===== src/rtl/control_pkg.sv =====
// Shared definitions for the datapath control sequencer: control-word layout,
// fixed control words and the sequencer state types.
package control_pkg;

  localparam int CW_W = 31;

  // Control-word field positions (MSB..LSB)
  localparam int PSEL_HI   = 30;
  localparam int PSEL_LO   = 29;
  localparam int DA_HI     = 28;
  localparam int DA_LO     = 24;
  localparam int SA_HI     = 23;
  localparam int SA_LO     = 19;
  localparam int SB_HI     = 18;
  localparam int SB_LO     = 14;
  localparam int FSEL_HI   = 13;
  localparam int FSEL_LO   = 9;
  localparam int REGW_BIT  = 8;
  localparam int RAMW_BIT  = 7;
  localparam int ENMEM_BIT = 6;
  localparam int ENALU_BIT = 5;
  localparam int ENB_BIT   = 4;
  localparam int ENPC_BIT  = 3;
  localparam int BSEL_BIT  = 2;
  localparam int PCSEL_BIT = 1;
  localparam int SL_BIT    = 0;

  localparam logic [CW_W-1:0] NOP_CW   = '0;
  localparam logic [CW_W-1:0] FETCH_CW = NOP_CW | (CW_W'(2'b01) << PSEL_LO);

  typedef logic [1:0] exec_state_t;

  typedef enum logic {
    FETCH = 1'b0,
    EXEC  = 1'b1
  } fsm_t;

endpackage


===== src/rtl/control_sequencer.sv =====
// Multi-cycle fetch/execute sequencer: captures instructions, steps the decoder
// bank through execute states, counts retirements and bounds execute length.
module control_sequencer
  import control_pkg::*;
#(
  parameter int MAX_EXEC = 4
) (
  input  logic            clock,
  input  logic            reset,
  input  logic            run,
  input  logic [31:0]     instr_in,
  input  logic            imem_ready,
  input  logic [CW_W-1:0] dec_controlword,
  input  logic [1:0]      dec_nextState,
  input  logic [63:0]     dec_K,
  output logic [31:0]     ir,
  output logic [1:0]      state,
  output logic [CW_W-1:0] controlword,
  output logic [63:0]     K,
  output logic            fetching,
  output logic            retired,
  output logic [31:0]     instr_count,
  output logic            exec_err
);

  localparam int CNT_W = $clog2(MAX_EXEC + 1);
  localparam logic [CNT_W-1:0] CNT_MAX = CNT_W'(MAX_EXEC);

  fsm_t            fsm_q, fsm_d;
  logic [31:0]     ir_q;
  exec_state_t     state_q;
  logic [CNT_W-1:0] exec_cnt_q;
  logic [31:0]     instr_count_q;
  logic            exec_err_q;

  logic capture, done, forced, retire;

  assign capture = (fsm_q == FETCH) && run && imem_ready;
  assign done    = (dec_nextState == 2'b00);
  assign forced  = !done && (exec_cnt_q >= CNT_MAX);
  assign retire  = (fsm_q == EXEC) && (done || forced);

  // State register
  // NOTE: sequential state uses non-blocking assignments so every register
  // samples pre-edge values regardless of statement order.
  always_ff @(posedge clock) begin
    if (reset) begin
      fsm_q         <= FETCH;
      ir_q          <= '0;
      state_q       <= 2'b00;
      exec_cnt_q    <= '0;
      instr_count_q <= '0;
      exec_err_q    <= 1'b0;
    end else begin
      fsm_q <= fsm_d;
      if (capture) begin
        ir_q       <= instr_in;
        exec_cnt_q <= CNT_W'(1);
      end
      if (fsm_q == EXEC) begin
        if (retire) begin
          state_q       <= 2'b00;
          instr_count_q <= instr_count_q + 32'd1;
          if (forced) exec_err_q <= 1'b1;
        end else begin
          state_q    <= dec_nextState;
          exec_cnt_q <= exec_cnt_q + CNT_W'(1);
        end
      end
    end
  end

  // Next-state logic
  // NOTE: assign a default before any branch so no path leaves fsm_d
  // unassigned and a latch is inferred.
  always_comb begin
    fsm_d = fsm_q;
    unique case (fsm_q)
      FETCH: if (capture) fsm_d = EXEC;
      EXEC:  if (retire)  fsm_d = FETCH;
      default: fsm_d = FETCH;
    endcase
  end

  // Output logic; a reset cycle forces the idle outputs whatever the FSM holds
  always_comb begin
    controlword = NOP_CW;
    K           = '0;
    retired     = 1'b0;
    fetching    = 1'b1;
    if (!reset) begin
      if (fsm_q == EXEC) begin
        controlword = dec_controlword;
        K           = dec_K;
        retired     = retire;
        fetching    = 1'b0;
      end else if (capture) begin
        controlword = FETCH_CW;
      end
    end
  end

  assign ir          = ir_q;
  assign state       = state_q;
  assign instr_count = instr_count_q;
  assign exec_err    = exec_err_q;

endmodule


===== config.mk =====
export PLATFORM = sky130hd
export DESIGN_NAME = control_sequencer
export DESIGN_NICKNAME = d
export VERILOG_FILES = /design/src/rtl/control_pkg.sv /design/src/rtl/control_sequencer.sv
export SDC_FILE = /design/constraint.sdc
export NUM_CORES = 1
export LEC_CHECK = 0
export CORE_MARGIN = 2
export CORE_UTILIZATION = 29
export DETAILED_ROUTE_END_ITERATION = 10
export PLACE_DENSITY = 0.84
export SYNTH_ARGS = -nofsm -noshare
export SYNTH_HDL_FRONTEND = slang
export SYNTH_SLANG_ARGS = --single-unit

===== constraint.sdc =====
create_clock -name clock -period 2.32 [get_ports clock]
set_input_delay 0.696 -clock clock [delete_from_list [all_inputs] [get_ports clock]]
set_output_delay 0.696 -clock clock [all_outputs]
set_load 0.02 [all_outputs]

After elaboration in Yosys (flattened, before gate mapping)
Index checks and enable logic that the tools add are counted.
{"block": "totals", "register_bits": 71, "input_bits": 133, "output_inout_bits": 164, "wordCells": 35}
{"block": "op_classes", "addsub": 2, "order_cmp": 1, "mux": 16, "bitwise": 1, "reduce_logical": 9}
{"cell": "64-bit 2-to-1 mux", "n": 2}
{"cell": "31-bit 2-to-1 mux", "n": 2}
{"cell": "32-bit by 1-bit adder with 32-bit output, second input constant", "n": 1}
{"cell": "30-bit 2-to-1 mux", "n": 1}
{"cell": "3-bit 2-to-1 mux", "n": 3}
{"cell": "1-bit 2-to-1 mux", "n": 6}
{"cell": "1-bit logical AND", "n": 4}
{"cell": "3-bit by 1-bit adder with 3-bit output, second input constant", "n": 1}
{"cell": "3-bit >= comparator, second input constant", "n": 1}
{"cell": "3-bit AND reduction", "n": 1}
{"cell": "2-bit logical NOT", "n": 1}
{"cell": "2-bit 2-to-1 mux", "n": 1}
{"cell": "1-bit case mux with 2 select lines", "n": 1}
{"cell": "2-bit AND reduction", "n": 1}
{"cell": "1-bit logical NOT", "n": 1}
{"cell": "1-bit logical OR", "n": 1}
{"cell": "1-bit inverter", "n": 1}

Longest topological paths before layout
Gate-level depths: netlist of run 1.
{"block": "logic_depth", "depth_word": 7, "ltp_mapped": 7, "depth_no_buf": 5}

Worst setup path before layout of run 1
OpenSTA, ideal clock, no wires.
{"block": "synth_timing", "path_type": "input to output", "startpoint": "input reset", "endpoint": "output K[44]", "arrival_time_ns": 1.838, "path_slack_ns": -0.214, "path_stages": 5, "path_buffers": 3, "cell_sequence": "clkbuf_1 nor2b_1 buf_1 clkbuf_1 and2_1"}
{"block": "synth_between", "elab_chain_len": 1}
{"element": "from (decl)", "line": "control_sequencer.sv:9", "rtl": "input logic reset,"}
{"element": "64-bit 2-to-1 mux", "line": "control_sequencer.sv:91", "rtl": "if (!reset) begin"}
{"element": "to (decl)", "line": "control_sequencer.sv:19", "rtl": "output logic [63:0] K,"}
No other way between the ends.

Worst setup path after layout of run 1
{"block": "layout_timing", "startpoint": "input imem_ready", "endpoint": "output controlword[29]"}
{"block": "layout_between", "elab_chain_len": 4}
{"element": "from (decl)", "line": "control_sequencer.sv:12", "rtl": "input logic imem_ready,"}
{"element": "1-bit logical AND", "line": "control_sequencer.sv:38", "rtl": "assign capture = (fsm_q == FETCH) && run && imem_ready;"}
{"element": "30-bit 2-to-1 mux", "line": "control_sequencer.sv:97", "rtl": "end else if (capture) begin"}
{"element": "31-bit 2-to-1 mux", "line": "control_sequencer.sv:92", "rtl": "if (fsm_q == EXEC) begin"}
{"element": "31-bit 2-to-1 mux", "line": "control_sequencer.sv:91"}
{"element": "to (decl)", "line": "control_sequencer.sv:18", "rtl": "output logic [CW_W-1:0] controlword,"}
No other way between the ends.

==> results.ini, run 1 <==
[status]
status=complete, but fails checks
violations=negative setup slack

[detailed_routing]
vias=4667
route.detailed.drc=0
dr.pass1.iters=5
viasPerCell=5.018
ant_nets=0
routed_wl_um=20100
drt_iter0_markers=419
post_drt_wl_per_cell_um=21.62

[global_route]
grtUsageTotal_pct=29.30
antenna_found_initial=9
grt_pass1_wl_um=27680
overflow=0
grt_max_degree=72
grt_pass1_vias=4418

[clocking]
clk_pin_slew_ns=0.05
htree_levels=3
root_buffer=clkbuf_16
clock_latency_ns=0.33
cts_buffer_depth=2
clock_sinks=71
cts_buffers=9
cts-hold-fix-buffers=0
cts_tree=done

[placed_design]
placed_cells=896
gp_congestion=0.9115
portBuffers=296
post-dp-hpwl_um=15690
place_area_um2=6824

[synthesis]
synth_area_leaders=dfxtp_1 (40%), and2_1 (17%), a21oi_1 (9.0%)
yosys.area.top_type=dfxtp_1
ys_warn_count=0
synth_edf_count=0
synth_nets=602
synth_area_um2=3555
ys_ff_latch=71
syn_avg_cell_area_um2=7.612
ys_async_sr_fraction_pct=0
ys_seq_area_share_pct=39.99
synth_cell_types=29
synth_top_area_share_pct=39.99
synth_flop_cell=dfxtp_1
syn_inst=467

[floorplan]
dieArea_um2=13160
die_y_um=114.7
chipWidth_um=114.7
core_um2=12010
initial_utilization_pct=29.59
ios=297
fp-row-count=40

[cells_and_area]
nets=903
fin_cells=930
area_growth_pct=104.0
drive_gt1_share_pct=26.39
fin_area_um2=7251
final_util_pct=60.36

[critical_path]
crit_fanout=2
path_cells=clkdlybuf4s15_1 > nand2_1 > or2_4 > a21oi_2 > buf_6
arrival_ns=1.65
slowest_stage=clkdlybuf4s15_1
start_kind=primary input
slowest_delay_ns=0.29
cp_top_family=buffers and inverters
crit_buf_inv=2
worstPathRequired_ns=1.62
crit_path_end_kind=output port
critPathKind=in -> out

[timing]
fmax_mhz=426.4
worst_slack_ns=-0.02512
slew_viol_final=0
hold_violations=0
rsz0062_at_grt=true
fin_skew_ns=0.006771
setup_viol_count_final=4
fin_crit_ns=2.345
post-route-period-util_pct=101.1
relSlewSlack_pct=48.16
worstMarginPinSlew_ns=0.7776

[pwr]
p_leak_uw=0.002808
fin_total_pwr_uw=3207
max-vdd-ir-drop_mv=0.3273
p_per_area_nw_per_um2=442.3

[worst_hold_path]
worst_hold_path_type=reg -> reg

[flow_run]
drv_cap=0

[power breakdown]
group / internal (uW) / total [uW] / switching (uW)
Sequential: 1250 / 1270 / 16.5
Combinational: 383 / 666 / 283
Clock: 750 / 1270 / 523
Total: 2380 / 3210 / 822
[Yosys cell counts, drive strengths merged (8+ instances only)]
cell and n:
o31ai 18, and2 96, nand4 11, nand3 11, dfxtp 71, nand2 77, inv 8, a21oi 64
nor2 13, clkbuf 32, o21ai 9, or4 19, or3 8
[cell families (layout without fill, tap and decap cells)]
group,after synthesis,after routing,share of synthesized area (%)
compound gates,94,94,14.71
flops,71,71,39.99
xor+xnor,5,5,1.232
buf+inv,44,350,4.893
simple gates,251,251,38.47
other cells,0,10,0
fa+ha+maj,2,2,0.7039
[worst paths after layout]
kind / from / endpoint / slack [ns] / cells after the start
setup / recovery: imem_ready / controlword[29] / -0.03 / 5
hold / removal: ir[6] / ir[6] / 0.45 / 2
setup reg to reg: instr_count[6] / instr_count[21] / 0.21 / 5
hold reg to reg: ir[6] / ir[6] / 0.45 / 2
[worst register-to-register path, stage by stage, from the launching register on]
cell	delay, ns
dfxtp_1	0.43
nand4_1	0.19
or4_1	0.50
buf_4	0.23
or4_1	0.52
a21oi_1	0.17
[stage by stage]
step	TNS [ns]	setup WS (ns)	hold WS (ns)
final	-0.02832	-0.02512	0.4517
after global routing	-1.665	-0.04789	0.4742
after CTS	-0.4184	-0.09080	0.4529
after detailed placement	-30.81	-0.7907	0.4453
after global placement	-30.73	-0.7787	0.4414
after floorplan	-1.826	-0.04565	0.4502
[final cells by class]
cell class                 instances  area, um2
clock buffer                      11      242.7
clock inverter                     5      33.78
timing repair buffer             326       3243
sequential                        71       1421
fill                            1065       4761
multi-input combinational        352       2071
tap                              147      183.9
antenna                           10      25.02
inverter                           8      30.03
[registers in the layout, indices dropped and copies added (netlist names)]
name and cells:
exec_cnt_q 3, exec_err 1, fsm_q 1, instr_count 32
ir 32, state 2
[cells in the final DEF (no fill, tap or decap), types with 11 or more instances in the layout]
cell | Yosys | layout
buf_2 | 1 | 24
nand3_1 | 11 | 11
clkdlybuf4s15_2 | 0 | 25
or4_1 | 19 | 19
and2_2 | 0 | 40
clkdlybuf4s50_1 | 0 | 194
a21oi_1 | 64 | 63
buf_4 | 0 | 27
buf_6 | 1 | 34
o31ai_1 | 18 | 18
and2_1 | 96 | 38
dfxtp_1 | 71 | 71
and2_4 | 0 | 18
nor2_1 | 13 | 12
nand2_1 | 77 | 77
nand4_1 | 11 | 11
[repair_timing]
action                                  CTS  global route
gates cloned                              1             1
buffers inserted                          2             5
hold endpoints to repair                  0             0
resized for setup                       274            46
pin swaps                                 3             2
endpoints found under the setup margin   86            70
[layer usage]
metal | track usage, % | routed length [um] | part of all wire, % | vias up
met2 | 43.75 | 9016 | 45 | 246
met5 | 0 | 34 | 0.17 | -
met3 | 17.73 | 2680 | 13 | 49
li1 | - | - | - | 2204
met4 | 18.23 | 1128 | 5.6 | 6
met1 | 31.52 | 7244 | 36 | 2162
No activity file was read; power rests on OpenSTA's default activity.
==> run 2: changes to the inputs <==
--- a/config.mk
+++ b/config.mk
@@ -5,10 +5,11 @@
 export SDC_FILE = /design/constraint.sdc
 export NUM_CORES = 1
 export LEC_CHECK = 0
-export CORE_MARGIN = 2
-export CORE_UTILIZATION = 29
+export CORE_AREA = 2 2 114 116
 export DETAILED_ROUTE_END_ITERATION = 10
-export PLACE_DENSITY = 0.84
+export DIE_AREA = 0 0 116 118
+export DONT_BUFFER_PORTS = 1
+export PLACE_DENSITY = 0.51
 export SYNTH_ARGS = -nofsm -noshare
 export SYNTH_HDL_FRONTEND = slang
 export SYNTH_SLANG_ARGS = --single-unit
==> run 2 against run 1 <==
Compared with the run above:
- the flow now finishes without violations
- via count decreased by 26%
- hold slack got worse by 0.030 ns
- core utilization decreased by 25 points
- clock skew increased by 0.00092 ns
- maximum frequency increased by 6.5%
==> results.ini, run 2 (same netlist as run 1, synthesis figures left out) <==
[timing]
rsz0062_at_grt=false  ; was true
fin_crit_ns=2.202  ; was 2.345 ns
post-route-period-util_pct=94.92  ; was 101.1%
fmax_mhz=454.1  ; was 426.4 MHz
worst_slack_ns=0.1179  ; was -0.02512 ns
slew_viol_final=0  ; unchanged
whs_ns=0.4221  ; was 0.4517 ns
hold_violations=0  ; unchanged
setup_viol_count_final=0  ; was 4
relSlewSlack_pct=72.74  ; was 48.16%
fin_skew_ns=0.007686  ; was 0.006771 ns
worstMarginPinSlew_ns=0.4084  ; was 0.7776 ns

[cells_and_area]
final_cell_mix=nand2_1 (77), dfxtp_1 (71), a21oi_1 (63), and2_1 (56), and2_2 (40)  ; was clkdlybuf4s50_1 (194), nand2_1 (77), dfxtp_1 (71), a21oi_1 (63), and2_2 (40)
fin_area_um2=4398  ; was 7251 um2
area_growth_pct=23.72  ; was 104.0%
nets=611  ; was 903
layout_commonest_cell=nand2_1  ; was clkdlybuf4s50_1
fin_cells=665  ; was 930
nFillCells=1322  ; was 1065
drive_gt1_share_pct=19.54  ; was 26.39%

[critical_path]
critPathKind=in -> out  ; unchanged
worstPathRequired_ns=1.62  ; about the same
crit_path_end_kind=output port  ; unchanged
crit_fanout=92  ; was 2
start_kind=primary input  ; unchanged
critPathLaunch=reset  ; was imem_ready
r2r-start=instr_count[17]  ; was instr_count[6]
arrival_ns=1.51  ; was 1.65 ns

[clocking]
cts_buffers=9  ; unchanged
clk_pin_slew_ns=0.06  ; was 0.05 ns
root_buffer=clkbuf_16  ; unchanged
cts-hold-fix-buffers=0  ; unchanged
cts_setup_buffers=0  ; was 2
htree_levels=3  ; unchanged
cts_buffer_depth=2  ; unchanged
cts_resized=0  ; was 274
clock_latency_ns=0.33  ; about the same
clock_sinks=71  ; unchanged
cts_tree=done  ; unchanged

[floorplan]
dieArea_um2=13690  ; was 13160 um2
chipWidth_um=116  ; was 114.7 um
ios=297  ; unchanged
initial_utilization_pct=28.63  ; was 29.59%
fp-row-count=41  ; was 40
die_y_um=118  ; was 114.7 um
core_um2=12410  ; was 12010 um2

[global_route]
grt_max_degree=93  ; was 72
overflow=0  ; unchanged
grt_pass1_wl_um=19620  ; was 27680 um
antenna_found_initial=22  ; was 9
grt_pass1_vias=3175  ; was 4418
grtUsageTotal_pct=19.52  ; was 29.30%

[pwr]
seq_power_share_pct=43.7  ; was 39.5%
fin_total_pwr_uw=2998  ; was 3207 uW
p_clk_share_pct=49.1  ; was 39.7%
comb_power_share_pct=7.2  ; was 20.8%
switching_share_pct=24.38  ; was 25.63%
internal_power_uw=2267  ; was 2385 uW
max-vdd-ir-drop_mv=0.3267  ; was 0.3273 mV
p_per_area_nw_per_um2=681.7  ; was 442.3 nW/um2
p_leak_uw=0.001556  ; was 0.002808 uW
p_switching_uw=731.1  ; was 822.0 uW

[worst_hold_path]
min_from=reset  ; was ir[6]
worst_hold_path_type=in -> reg  ; was reg -> reg

[detailed_routing]
vias=3474  ; was 4667
viasPerCell=5.224  ; was 5.018
ant_nets=0  ; unchanged
routed_wl_um=13920  ; was 20100 um
dr.pass1.iters=4  ; was 5
post_drt_wl_per_cell_um=20.94  ; was 21.62 um
drt_iter0_markers=270  ; was 419
route.detailed.drc=0  ; unchanged

[status]
status=complete, no violations  ; was complete, but fails checks

[placed_design]
dp_slack_ns=0.1273  ; was -0.7907 ns
placed_cells=637  ; was 896
place_area_um2=4045  ; was 6824 um2
portBuffers=0  ; was 296
gp_congestion=0.9988  ; was 0.9115
post-dp-hpwl_um=11130  ; was 15690 um

[flow_run]
drv_cap=0  ; unchanged

-- run 2: cell count changes in the layout (fill, tap and decap cells not counted), moves of 5 or more --
cell / before / now
clkdlybuf4s50_1: 194 / 0
and2_4: 18 / 0
clkbuf_2: 5 / 0
and2_1: 38 / 56
clkdlybuf4s15_2: 25 / 0
buf_2: 24 / 0
buf_6: 34 / 0
-- run 2: cell type report --
type	instances	area, um2	share of cell area (%)
Multi-Input combinational cell	352	2023	46.00
Tap cell	172	215.2	4.893
Clock inverter	7	97.59	2.219
Clock buffer	9	225.2	5.121
Inverter	8	30.03	0.6828
Sequential cell	71	1421	32.32
Antenna cell	12	30.03	0.6828
Timing Repair Buffer	34	355.3	8.080
-- run 2: per-stage QoR --
stage                     util [%]  setup TNS, ns
final                        35.43              0
after global placement       32.58              0
after floorplan                  -         -1.826
after detailed placement     32.58              0
after CTS                    35.18              0
after global routing         35.31              0
-- run 2: metal layers --
| metal | up-vias | part of all wire [%] | track usage, % |
|---|---|---|---|
| met1 | 1598 | 36 | 21.28 |
| met5 | - | 0.24 | 0 |
| met4 | 6 | 3.3 | 7.738 |
| met2 | 205 | 47 | 31.94 |
| met3 | 44 | 13 | 9.835 |
| li1 | 1621 | - | - |
-- run 2: critical path: stages --
cell	delay, ns
nor2b_4	0.15
buf_12	0.25
and2_1	0.37
-- run 2: path summary, 6_finish.rpt --
| check | end | slack [ns] | cells after the start |
|---|---|---|---|
| worst max-delay path | K[11] | 0.12 | 3 |
| worst max register to register | instr_count[27] | 0.24 | 5 |
| worst min register to register | exec_cnt_q[0] | 0.48 | 1 |
| worst min-delay path | ir[20] | 0.42 | 1 |
-- run 2: power by group through the flow --
stage	clock [uW]	sequential (uW)	combinational, uW
2_1_floorplan	0	1330	184
3_3_place_gp	0	1340	214
3_5_place_dp	0	1340	218
4_1_cts	1510	1310	219
5_1_grt	1570	1310	234
6_report	1470	1310	217
==> run 3: changes to the inputs <==
--- a/config.mk
+++ b/config.mk
@@ -5,11 +5,12 @@
 export SDC_FILE = /design/constraint.sdc
 export NUM_CORES = 1
 export LEC_CHECK = 0
-export CORE_AREA = 2 2 114 116
+export CORE_AREA = 2 2 116 118
 export DETAILED_ROUTE_END_ITERATION = 10
-export DIE_AREA = 0 0 116 118
+export DIE_AREA = 0 0 118 120
 export DONT_BUFFER_PORTS = 1
-export PLACE_DENSITY = 0.51
+export PLACE_DENSITY = 0.49
+export SETUP_SLACK_MARGIN = 0.05
 export SYNTH_ARGS = -nofsm -noshare
 export SYNTH_HDL_FRONTEND = slang
 export SYNTH_SLANG_ARGS = --single-unit
==> run 3 against run 2 <==
Compared with the run above:
- via count decreased by 4.2%
- maximum frequency rose by 1.6%
- sequential power about the same
- combinational power is 9.7% lower
- sequential cell count unchanged
- sequential share of layout area up 1.4 points
- core utilization decreased by 3.0 points
- total power shrank 0.39%
- die area up 3.4%
- first-iteration DRC count down 43%
- highest routed layer is now met4
==> results.ini, run 3 (same netlist as run 1, synthesis figures left out) <==
[status]
status=complete, no violations  ; unchanged

[placed_design]
post-dp-hpwl_um=8764  ; was 11130 um
portBuffers=0  ; unchanged
gp_congestion=0.7736  ; was 0.9988

[critical_path]
crit_cells=3  ; unchanged
arrival_ns=1.47  ; was 1.51 ns
critPathKind=reg -> out  ; was in -> out
crit_path_end_kind=output port  ; unchanged
crit_fanout=96  ; was 92
path_cells=nor2b_4 > buf_12 > and2_1  ; unchanged
crit_buf_inv=1  ; unchanged
start_kind=register  ; was primary input
slowest_stage=dfxtp_1  ; was and2_1
cp_top_family=simple AND/OR/NAND/NOR gates  ; unchanged
worstPathRequired_ns=1.62  ; about the same
slowest_delay_ns=0.36  ; was 0.37 ns
reg2reg_depth=5  ; unchanged

[floorplan]
core_um2=12980  ; was 12410 um2
die_y_um=120  ; was 118 um
dieArea_um2=14160  ; was 13690 um2
ios=297  ; unchanged
chipWidth_um=118  ; was 116 um
fp-row-count=42  ; was 41
initial_utilization_pct=27.39  ; was 28.63%

[worst_hold_path]
worst_hold_path_type=in -> reg  ; unchanged
hold_depth=1  ; unchanged

[pwr]
switching_share_pct=24.43  ; was 24.38%
comb_power_share_pct=6.6  ; was 7.2%
internal_power_uw=2257  ; was 2267 uW
p_switching_uw=729.5  ; was 731.1 uW
max-vdd-ir-drop_mv=0.2825  ; was 0.3267 mV
p_per_area_nw_per_um2=708.5  ; was 681.7 nW/um2
fin_total_pwr_uw=2986  ; was 2998 uW
p_clk_share_pct=49.7  ; was 49.1%
seq_power_share_pct=43.8  ; was 43.7%
p_leak_uw=0.001484  ; was 0.001556 uW

[timing]
fin_crit_ns=2.166  ; was 2.202 ns
relSlewSlack_pct=74.08  ; was 72.74%
rsz0062_at_grt=false  ; unchanged
worstMarginPinSlew_ns=0.3882  ; was 0.4084 ns
post-route-period-util_pct=93.38  ; was 94.92%
fin_skew_ns=0.005994  ; was 0.007686 ns
setup_viol_count_final=0  ; unchanged
final.setup.tns_ns=0  ; unchanged
hold_violations=0  ; unchanged
fmax_mhz=461.6  ; was 454.1 MHz
slew_viol_final=0  ; unchanged

[clocking]
root_buffer=clkbuf_16  ; unchanged
cts_buffers=9  ; unchanged
cts_setup_buffers=0  ; unchanged
clock_sinks=71  ; unchanged
clock_latency_ns=0.33  ; about the same
clk_pin_slew_ns=0.06  ; about the same
cts_tree=done  ; unchanged
cts_buffer_depth=2  ; unchanged
cts_resized=0  ; unchanged
cts-hold-fix-buffers=0  ; unchanged
htree_levels=3  ; unchanged

[global_route]
grt_pass1_wl_um=16820  ; was 19620 um
grt_max_degree=97  ; was 93
antenna_found_initial=3  ; was 22
grtUsageTotal_pct=15.26  ; was 19.52%
grt_pass1_vias=3123  ; was 3175
overflow=0  ; unchanged

[cells_and_area]
nets=600  ; was 611
final_cell_mix=nand2_1 (77), dfxtp_1 (71), a21oi_1 (63), and2_1 (56), and2_2 (40)  ; unchanged
area_growth_pct=18.58  ; was 23.72%
layout_commonest_cell=nand2_1  ; unchanged
drive_gt1_share_pct=17.66  ; was 19.54%

[detailed_routing]
drt_iter0_markers=153  ; was 270
ant_nets=0  ; unchanged
post_drt_wl_per_cell_um=17.82  ; was 20.94 um
routed_wl_um=11570  ; was 13920 um
viasPerCell=5.129  ; was 5.224
dr.pass1.iters=4  ; unchanged
vias=3329  ; was 3474
route.detailed.drc=0  ; unchanged

[flow_run]
drv_cap=0  ; unchanged

run 3: stage by stage:
stage / cells / setup WS [ns] / hold WS (ns) / utilization, % / instance area, um2
after global placement: 630 / 0.2353 / 0.4562 / 29.95 / 3887
after CTS: 646 / 0.1266 / 0.4149 / 32.42 / 4208
final: 649 / 0.1536 / 0.4370 / 32.48 / 4215
after global routing: 647 / 0.06615 / 0.4113 / 32.44 / 4210
after detailed placement: 630 / 0.2013 / 0.4599 / 29.95 / 3887
after floorplan: 467 / 0.04153 / 0.4502 / - / 3631
run 3: area by class of cell:
type | count | area (um2)
Clock inverter | 7 | 95.09
Inverter | 8 | 30.03
Antenna cell | 3 | 7.507
Multi-Input combinational cell | 352 | 2031
Clock buffer | 9 | 225.2
Sequential cell | 71 | 1421
Fill cell | 1401 | 8765
Tap cell | 176 | 220.2
Timing Repair Buffer | 23 | 185.2
run 3: layer usage:
metal / up-vias / GRT usage [%] / part of all wire [%]
li1: 1592 / - / -
met1: 1587 / 16.29 / 39
met2: 137 / 27.65 / 52
met3: 13 / 5.038 / 7.2
met4: 0 / 6.250 / 1.9
met5: - / 0 / 0
run 3: path summary, 6_finish.rpt:
path / slack, ns / from / end
worst max-delay path: 0.15 / fsm_q / K[28]
worst min-delay path: 0.44 / reset / instr_count[3]
worst max register to register: 0.33 / instr_count[8] / instr_count[24]
worst min register to register: 0.48 / exec_cnt_q[0] / exec_cnt_q[0]
run 3: power groups by stage:
| stage | Clock (uW) | Combinational [uW] | Sequential (uW) |
|---|---|---|---|
| 6_report | 1480 | 196 | 1310 |
| 5_1_grt | 1580 | 217 | 1310 |
| 4_1_cts | 1520 | 199 | 1310 |
| 3_5_place_dp | 0 | 199 | 1340 |
| 3_3_place_gp | 0 | 194 | 1330 |
| 2_1_floorplan | 0 | 187 | 1330 |
